`src/rtl/max7219_frame_ctrl.sv`:
```
// MAX7219 8x8 display controller: runs the init sequence, then refreshes rows
// continuously through a 16-bit SPI word writer using a str/busy handshake.
module max7219_frame_ctrl #(
   parameter int unsigned BUSY_TO    = 4096,
   parameter logic [2:0]  SCAN_LIMIT = 3'd7
) (
   input  logic       sys_clk,
   input  logic       _rst,
   input  logic       start,
   input  logic [3:0] intensity,
   input  logic       wr_en,
   input  logic [2:0] wr_row,
   input  logic [7:0] wr_data,
   input  logic       busy,
   output logic       str,
   output logic [7:0] IRreg,
   output logic [7:0] data,
   output logic       ready,
   output logic       frame_done,
   output logic       err
);
   typedef enum logic [1:0] {IDLE, INIT, REFRESH, INTENS} top_t;
   typedef enum logic [1:0] {ISSUE, WAIT_HI, WAIT_LO, GAP} cmd_t;

   localparam logic [12:0] TO_LAST = 13'(BUSY_TO - 1);

   top_t        top_q, top_d;
   cmd_t        cmd_q, cmd_d;
   logic [2:0]  init_idx_q, init_idx_d;
   logic [2:0]  row_q, row_d;
   logic [12:0] cnt_q, cnt_d;
   logic [3:0]  ilast_q, ilast_d;
   logic        str_q, str_d;
   logic [7:0]  irreg_q, irreg_d;
   logic [7:0]  data_q, data_d;
   logic        ready_q, ready_d;
   logic        fd_q, fd_d;
   logic        err_q, err_d;

   logic [7:0][7:0] fb_rows;
   logic [7:0]      cmd_addr;
   logic [7:0]      cmd_data;

   genvar gi;
   generate
      for (gi = 0; gi < 8; gi++) begin : g_fb
         logic [7:0] row_buf_q;
         always_ff @(posedge sys_clk or negedge _rst) begin
            if (!_rst) begin
               row_buf_q <= '0;
            end else if (wr_en && (wr_row == 3'(gi))) begin
               row_buf_q <= wr_data;
            end
         end
         assign fb_rows[gi] = row_buf_q;
      end
   endgenerate

   // Address/data of the command the current top state wants to send next
   always_comb begin
      cmd_addr = 8'h00;
      cmd_data = 8'h00;
      case (top_q)
         INIT: begin
            case (init_idx_q)
               3'd0:    begin cmd_addr = 8'h0F; cmd_data = 8'h00; end
               3'd1:    begin cmd_addr = 8'h09; cmd_data = 8'h00; end
               3'd2:    begin cmd_addr = 8'h0B; cmd_data = {5'd0, SCAN_LIMIT}; end
               3'd3:    begin cmd_addr = 8'h0A; cmd_data = {4'd0, intensity}; end
               default: begin cmd_addr = 8'h0C; cmd_data = 8'h01; end
            endcase
         end
         REFRESH: begin
            cmd_addr = {5'd0, row_q} + 8'd1;
            cmd_data = fb_rows[row_q];
         end
         INTENS: begin
            cmd_addr = 8'h0A;
            cmd_data = {4'd0, intensity};
         end
         default: begin
            cmd_addr = 8'h00;
            cmd_data = 8'h00;
         end
      endcase
   end

   always_ff @(posedge sys_clk or negedge _rst) begin
      if (!_rst) begin
         top_q      <= IDLE;
         cmd_q      <= GAP;
         init_idx_q <= '0;
         row_q      <= '0;
         cnt_q      <= '0;
         ilast_q    <= '0;
         str_q      <= 1'b0;
         irreg_q    <= '0;
         data_q     <= '0;
         ready_q    <= 1'b0;
         fd_q       <= 1'b0;
         err_q      <= 1'b0;
      end else begin
         top_q      <= top_d;
         cmd_q      <= cmd_d;
         init_idx_q <= init_idx_d;
         row_q      <= row_d;
         cnt_q      <= cnt_d;
         ilast_q    <= ilast_d;
         str_q      <= str_d;
         irreg_q    <= irreg_d;
         data_q     <= data_d;
         ready_q    <= ready_d;
         fd_q       <= fd_d;
         err_q      <= err_d;
      end
   end

   always_comb begin
      top_d      = top_q;
      cmd_d      = cmd_q;
      init_idx_d = init_idx_q;
      row_d      = row_q;
      cnt_d      = cnt_q;
      ilast_d    = ilast_q;
      str_d      = str_q;
      irreg_d    = irreg_q;
      data_d     = data_q;
      ready_d    = ready_q;
      fd_d       = 1'b0;
      err_d      = err_q;
      if (top_q == IDLE) begin
         str_d = 1'b0;
         if (start) begin
            top_d      = INIT;
            init_idx_d = '0;
            row_d      = '0;
            cmd_d      = GAP;
            cnt_d      = '0;
         end
      end else begin
         case (cmd_q)
            // GAP plus ISSUE keep str low for two cycles between words
            GAP: cmd_d = ISSUE;
            ISSUE: begin
               irreg_d = cmd_addr;
               data_d  = cmd_data;
               str_d   = 1'b1;
               cnt_d   = '0;
               cmd_d   = WAIT_HI;
               if (cmd_addr == 8'h0A) ilast_d = intensity;
            end
            WAIT_HI: begin
               if (busy) begin
                  cmd_d = WAIT_LO;
                  cnt_d = '0;
               end else if (cnt_q >= TO_LAST) begin
                  str_d = 1'b0;
                  err_d = 1'b1;
                  cmd_d = GAP;
                  cnt_d = '0;
               end else if (cnt_q != '1) begin
                  cnt_d = cnt_q + 13'd1;
               end
            end
            default: begin
               if (!busy) begin
                  str_d = 1'b0;
                  cmd_d = GAP;
                  if (top_q == REFRESH && row_q == 3'd7) fd_d = 1'b1;
                  if (!start) begin
                     top_d   = IDLE;
                     ready_d = 1'b0;
                  end else begin
                     case (top_q)
                        INIT: begin
                           if (init_idx_q == 3'd4) begin
                              top_d   = REFRESH;
                              ready_d = 1'b1;
                              row_d   = '0;
                           end else begin
                              init_idx_d = init_idx_q + 3'd1;
                           end
                        end
                        REFRESH: begin
                           if (row_q == 3'd7) begin
                              row_d = '0;
                              if (intensity != ilast_q) top_d = INTENS;
                           end else begin
                              row_d = row_q + 3'd1;
                           end
                        end
                        INTENS: begin
                           top_d = REFRESH;
                           row_d = '0;
                        end
                        default: top_d = IDLE;
                     endcase
                  end
               end
            end
         endcase
      end
   end

   assign str        = str_q;
   assign IRreg      = irreg_q;
   assign data       = data_q;
   assign ready      = ready_q;
   assign frame_done = fd_q;
   assign err        = err_q;
endmodule

```
`config.mk`:
```
export PLATFORM = sky130hd
export DESIGN_NAME = max7219_frame_ctrl
export DESIGN_NICKNAME = d
export VERILOG_FILES = /design/src/rtl/max7219_frame_ctrl.sv
export SDC_FILE = /design/constraint.sdc
export NUM_CORES = 1
export LEC_CHECK = 0
export CAP_MARGIN = 25
export CORE_MARGIN = 3
export CORE_UTILIZATION = 40
export DETAILED_ROUTE_END_ITERATION = 7
export GPL_ROUTABILITY_DRIVEN = 0
export PLACE_DENSITY_LB_ADDON = 0.15
export SETUP_SLACK_MARGIN = 0.15
export SLEW_MARGIN = 20
export SYNTH_ARGS = -nofsm -noshare
export SYNTH_HDL_FRONTEND = slang
export SYNTH_SLANG_ARGS = --single-unit
```
`constraint.sdc`:
```
create_clock -name sys_clk -period 6.1 [get_ports sys_clk]
set_input_delay 1.22 -clock sys_clk [delete_from_list [all_inputs] [get_ports sys_clk]]
set_output_delay 1.22 -clock sys_clk [all_outputs]
set_load 0.005 [all_outputs]
```
# Word-level counts from Yosys, hierarchy flattened

Cells that the tools add are included.

$add $sub $neg: 4
Multipliers: 0
Divide/modulo/power cells: 0
$lt $le $gt $ge: 2
Eq/ne operators: 37
Shift-type cells: 0
Muxes and demuxes: 53
Bitwise gates (word level): 3
Reductions and logical operators: 28

Operator list:

| cell                                                                | number |
|---|---|
| two-way mux 13 bit                                                  | 5 |
| case mux 8 bit (3 select lines)                                     | 2 |
| two-way mux 3 bit                                                   | 13 |
| two-way mux 2 bit                                                   | 13 |
| case mux 13 bit (2 select lines)                                    | 1 |
| binary-select mux 8 bit (select 3 bit)                              | 1 |
| equality test 3 bit, second input constant                          | 6 |
| AND reduction 5 bit                                                 | 3 |
| adder 13 x 1 -> 13 bit, second input constant                       | 1 |
| greater-or-equal comparator 13 x 12 -> 1 bit, second input constant | 1 |
| != test 13 bit, second input constant                               | 1 |
| equality test 3 x 2 -> 1 bit, second input constant                 | 4 |
| case mux 2 bit (3 select lines)                                     | 2 |
| case mux 3 bit (4 select lines)                                     | 1 |
| case mux 4 bit (3 select lines)                                     | 1 |
| two-way mux 1 bit                                                   | 11 |
| logical AND 1 bit                                                   | 9 |
| != test 3 bit, second input constant                                | 3 |
| case mux 3 bit (3 select lines)                                     | 1 |
| AND reduction 3 bit                                                 | 3 |
| equality test 8 x 4 -> 1 bit, second input constant                 | 1 |
| two-way mux 8 bit                                                   | 1 |
| != test 2 x 1 -> 1 bit, second input constant                       | 4 |
| != test 4 x 3 -> 1 bit, second input constant                       | 2 |
| 24 further kinds                                                    | 37 |

Flip-flop bits (word level): 111
Bits in latches: 0
Memory bits (writable): 0
Memory bits (read-only): 0
Input port bits: 20
Output and inout bits: 20
Logic and storage cells: 147
Memories: 0

# Longest topological paths before layout

Depth after elaboration: 8
Gate-level depth with buffers: 8

# Worst setup path after synthesis

OpenSTA, ideal clock, no wires.

Path type: input to register
From: in wr_row[2]
To: reg g_fb[2].row_buf_q[0]
Setup time: 125 ps
Arrival time: 2,369 ps
Setup slack: 3,606 ps
Stages: 4
Cells stage by stage: clkbuf_1 > nand2b_1 > nor3b_2 > mux2_2

Longest elaborated chain between the ends: 2

Ends and longest elaborated chain:

| what                         | RTL line | RTL |
|---|---|---|
| start, declared              | 12       | `input logic [2:0] wr_row,` |
| equality test 3 x 2 -> 1 bit | 51       | `end else if (wr_en && (wr_row == 3'(gi))) begin` |
| logical AND 1 bit            | 51       |  |
| end signal, assigned         | 52       | `row_buf_q <= wr_data;` |
| end, declared                | 47       | `logic [7:0] row_buf_q;` |

No other way between the ends.
A chain may end at the register's enable or synchronous reset.

# Final worst setup path

From: in wr_row[2]
To: reg g_fb[2].row_buf_q[6]

The elaborated chain is that of the path after synthesis.

==> metrics.csv <==
metric;value;unit
Final min period;2.90;ns
Mapped Area;5450;um2
number of antenna violations at the first check in global routing;0;
worst setup path class;input pin to register;
die width;123;um
Clock Skews;0.00802;ns
vias in the first global route;3701;
Slew HR;42.7;%
Num CTS Buffers;9;
die height;123;um
Max Clk Rate;0.345;GHz
clk buf depth;2;
Ys Warns;0;
Via Count;3700;
Worst Path Max Fanout;8;
critical path required time;6.34;ns
RSZ-0062 raised after global routing;no;
Core Footprint;13300;um2
initial core utilization;41.0;%
Worst Path Arrival;3.14;ns
hold_ws;0.487;ns
Psw;0.813;mW
htree depth;3;
total inserted antenna cells;0;
sequential cell area fraction in the yosys report;49.2;%
Seq pwr share;42.8;%
Overflow after GRT;0;
site row count;42;
max cap viols;0;
Nets;510;
Initial DRC Count;281;
post-CTS resize count;0;
Routed wire per std cell;18.0;um
TNS Setup;0;ns
Final setup viols;0;
DRC;0;
ys async rst share;100;%
Area growth, synth to finish;14.0;%
Tightest Pin Transition;0.856;ns
TritonRoute pass-1 iters;4;
Synth area leaders;dfrtp_1, mux2_2, mux4_2;
total setup buffers inserted after CTS;0;
IO Pins;40;
period utilisation layout;47.5;%
Mapped Cells;452;
final cell count without fillers;659;
Setup crit start kind;input pin;
Hold Buf Count CTS;0;
EDFF count, synth;0;
Routed WL;11900;um
Critical Path Max Stage Delay;0.75;ns
post-synth top area share;48.2;%
pin count of the biggest net entering global routing;62;
CTS clock-pin slew for the worst setup and hold paths;0.07;ns
outcome;finished, final reports clean;
# placed instances;643;
Fin. Hold Viols;0;
LEAKAGE;2.55;nW
clock share of power;23.6;%
Mapped Avg Cell Area;12.1;um2
HP Class;register to register;
Power, Total;2.39;mW
Int Power;1.58;mW
clock latency on the worst-skew pair;0.36;ns
FF+latch count, synth;107;
# port buffers;35;
Cell Pwr Density;385;nW/um2
Synth area leader;dfrtp_1;
worst path cell trace;clkdlybuf4s50_1, nand2b_1, nor3b_2, mux2_2;
Cell variety after synth;63;
global-route wire length before repair;19600;um
antenna-violating nets left;0;
combinational power share;33.6;%
DP HPWL;8080;um
CP endpoint kind;register;
clock tree from TritonCTS;built;
most common flop cell mapped by yosys;dfrtp_1;
worst IR drop on VDD;0.186;mV
clock sinks;107;
Crit-path slowest cell;nor3b_2;
Root Driver;clkbuf_16;
sw frac;34.0;%
die area;15100;um2
Total GRT Usage;16.9;%
Max Slew Vio Count;0;
share of cells above drive strength 1;23.6;%
Vias/cell;5.61;
-- registers in the layout, indices dropped and copies added, names as in the netlist --
register and count:
IRreg 4, cmd_q 2, cnt_q 13, data 8, err 1, frame_done 1, g_fb.row_buf_q 64, ilast_q 4
init_idx_q 3, ready 1, row_q 3, str 1, top_q 2
-- cell usage after synthesis, types with 3 or more instances --
cell,n
mux2_2,70
a31oi_1,9
a22oi_1,5
nor2b_1,5
o21ai_1,3
buf_2,6
o211ai_1,6
inv_1,12
mux2i_1,13
mux2_1,4
nand4_1,3
nand2b_1,6
nand3_1,9
and3_1,3
xor2_1,4
o22ai_1,5
dfrtp_1,105
o21ai_0,13
ha_1,12
nor3_1,9
a21oi_1,13
nand2_1,26
a211oi_1,3
nor2_1,16
mux4_2,12
and2_1,5
clkbuf_1,14
nand4b_1,3
a2111oi_0,3
a22o_1,7
o21bai_1,3
buf_4,6
-- path summary, 6_finish.rpt --
check / end / start / slack [ns] / depth (start not counted)
max in group asynchronous: g_fb[0].row_buf_q[4] / _rst / 4.03 / 2
min in group asynchronous: init_idx_q[0] / _rst / 0.95 / 1
worst max register to register: ilast_q[1] / row_q[0] / 3.44 / 6
worst min-delay path: err / err / 0.49 / 1
worst min register to register: err / err / 0.49 / 1
worst max-delay path: g_fb[2].row_buf_q[6] / wr_row[2] / 3.20 / 4
-- cell families (layout without fill, tap and decap cells) --
| family | after synthesis | after routing | synth area share, % |
|---|---|---|---|
| XOR/XNOR | 4 | 4 | 0.643 |
| other | 1 | 4 | 0.0688 |
| AO/OA/AOI/OAI | 88 | 88 | 11.3 |
| multiplexers | 99 | 99 | 22.6 |
| adder cells (fa/ha/maj) | 12 | 12 | 2.75 |
| flip-flops | 107 | 107 | 49.2 |
| AND/OR/NAND/NOR | 102 | 102 | 10.1 |
| buffers and inverters | 39 | 67 | 3.24 |
-- per-layer routing --
metal  part of all wire (%)  GRT usage [%]
met2                     49           26.7
met4                    1.2           4.41
met1                     46           23.2
met5                      0              0
met3                    4.0           4.56
-- placed cells by master, fill, tap and decap left out, drive strengths merged, types with 3 or more instances in the layout --
master / instances
inv: 16
nand2: 28
mux2: 74
and3: 3
and2: 6
o211ai: 6
nand3: 9
nand4: 3
clkdlybuf4s50: 34
ha: 12
mux4: 12
a31oi: 9
nand2b: 6
mux2i: 13
nor2b: 5
a22oi: 5
dfrtp: 105
nor3: 11
o21ai: 16
a22o: 7
clkbuf: 10
nand4b: 3
a211oi: 3
a2111oi: 3
nor2: 16
a21oi: 13
o21bai: 3
conb: 4
xor2: 4
o22ai: 5
buf: 5
-- worst max-delay path: cells and delay by family --
family | cells | cell delay, ns
buffers and inverters | 1 | 0.49
multiplexers | 1 | 0.42
AND/OR/NAND/NOR | 2 | 1.01
-- metrics by stage --
step           util (%)  cell area (um2)  setup WS [ns]
2_1_floorplan         -             5460           3.61
3_3_place_gp       44.6             5930           2.93
3_5_place_dp       44.6             5930           2.85
4_1_cts            46.7             6210           3.21
5_1_grt            46.7             6210           3.04
6_report           46.7             6210           3.20
-- area by class of cell --
type / instances / area (um2)
multi-input cells: 309 / 2610
fillers: 1198 / 7080
flip-flops and latches: 107 / 2680
clock inverters: 6 / 56.3
well taps: 176 / 220
repair buffers: 39 / 378
inverters: 12 / 45.0
clock buffers: 10 / 229
-- power by group through the flow --
| stage | Sequential [mW] | Combinational, mW | Clock, mW |
|---|---|---|---|
| after floorplan | 0.977 | 0.620 | 0 |
| after global placement | 1.03 | 0.794 | 0 |
| after detailed placement | 1.04 | 0.810 | 0 |
| after CTS | 1.02 | 0.815 | 0.584 |
| after global routing | 1.05 | 0.907 | 0.617 |
| final | 1.02 | 0.803 | 0.564 |
No activity file was read; power rests on OpenSTA's default activity.
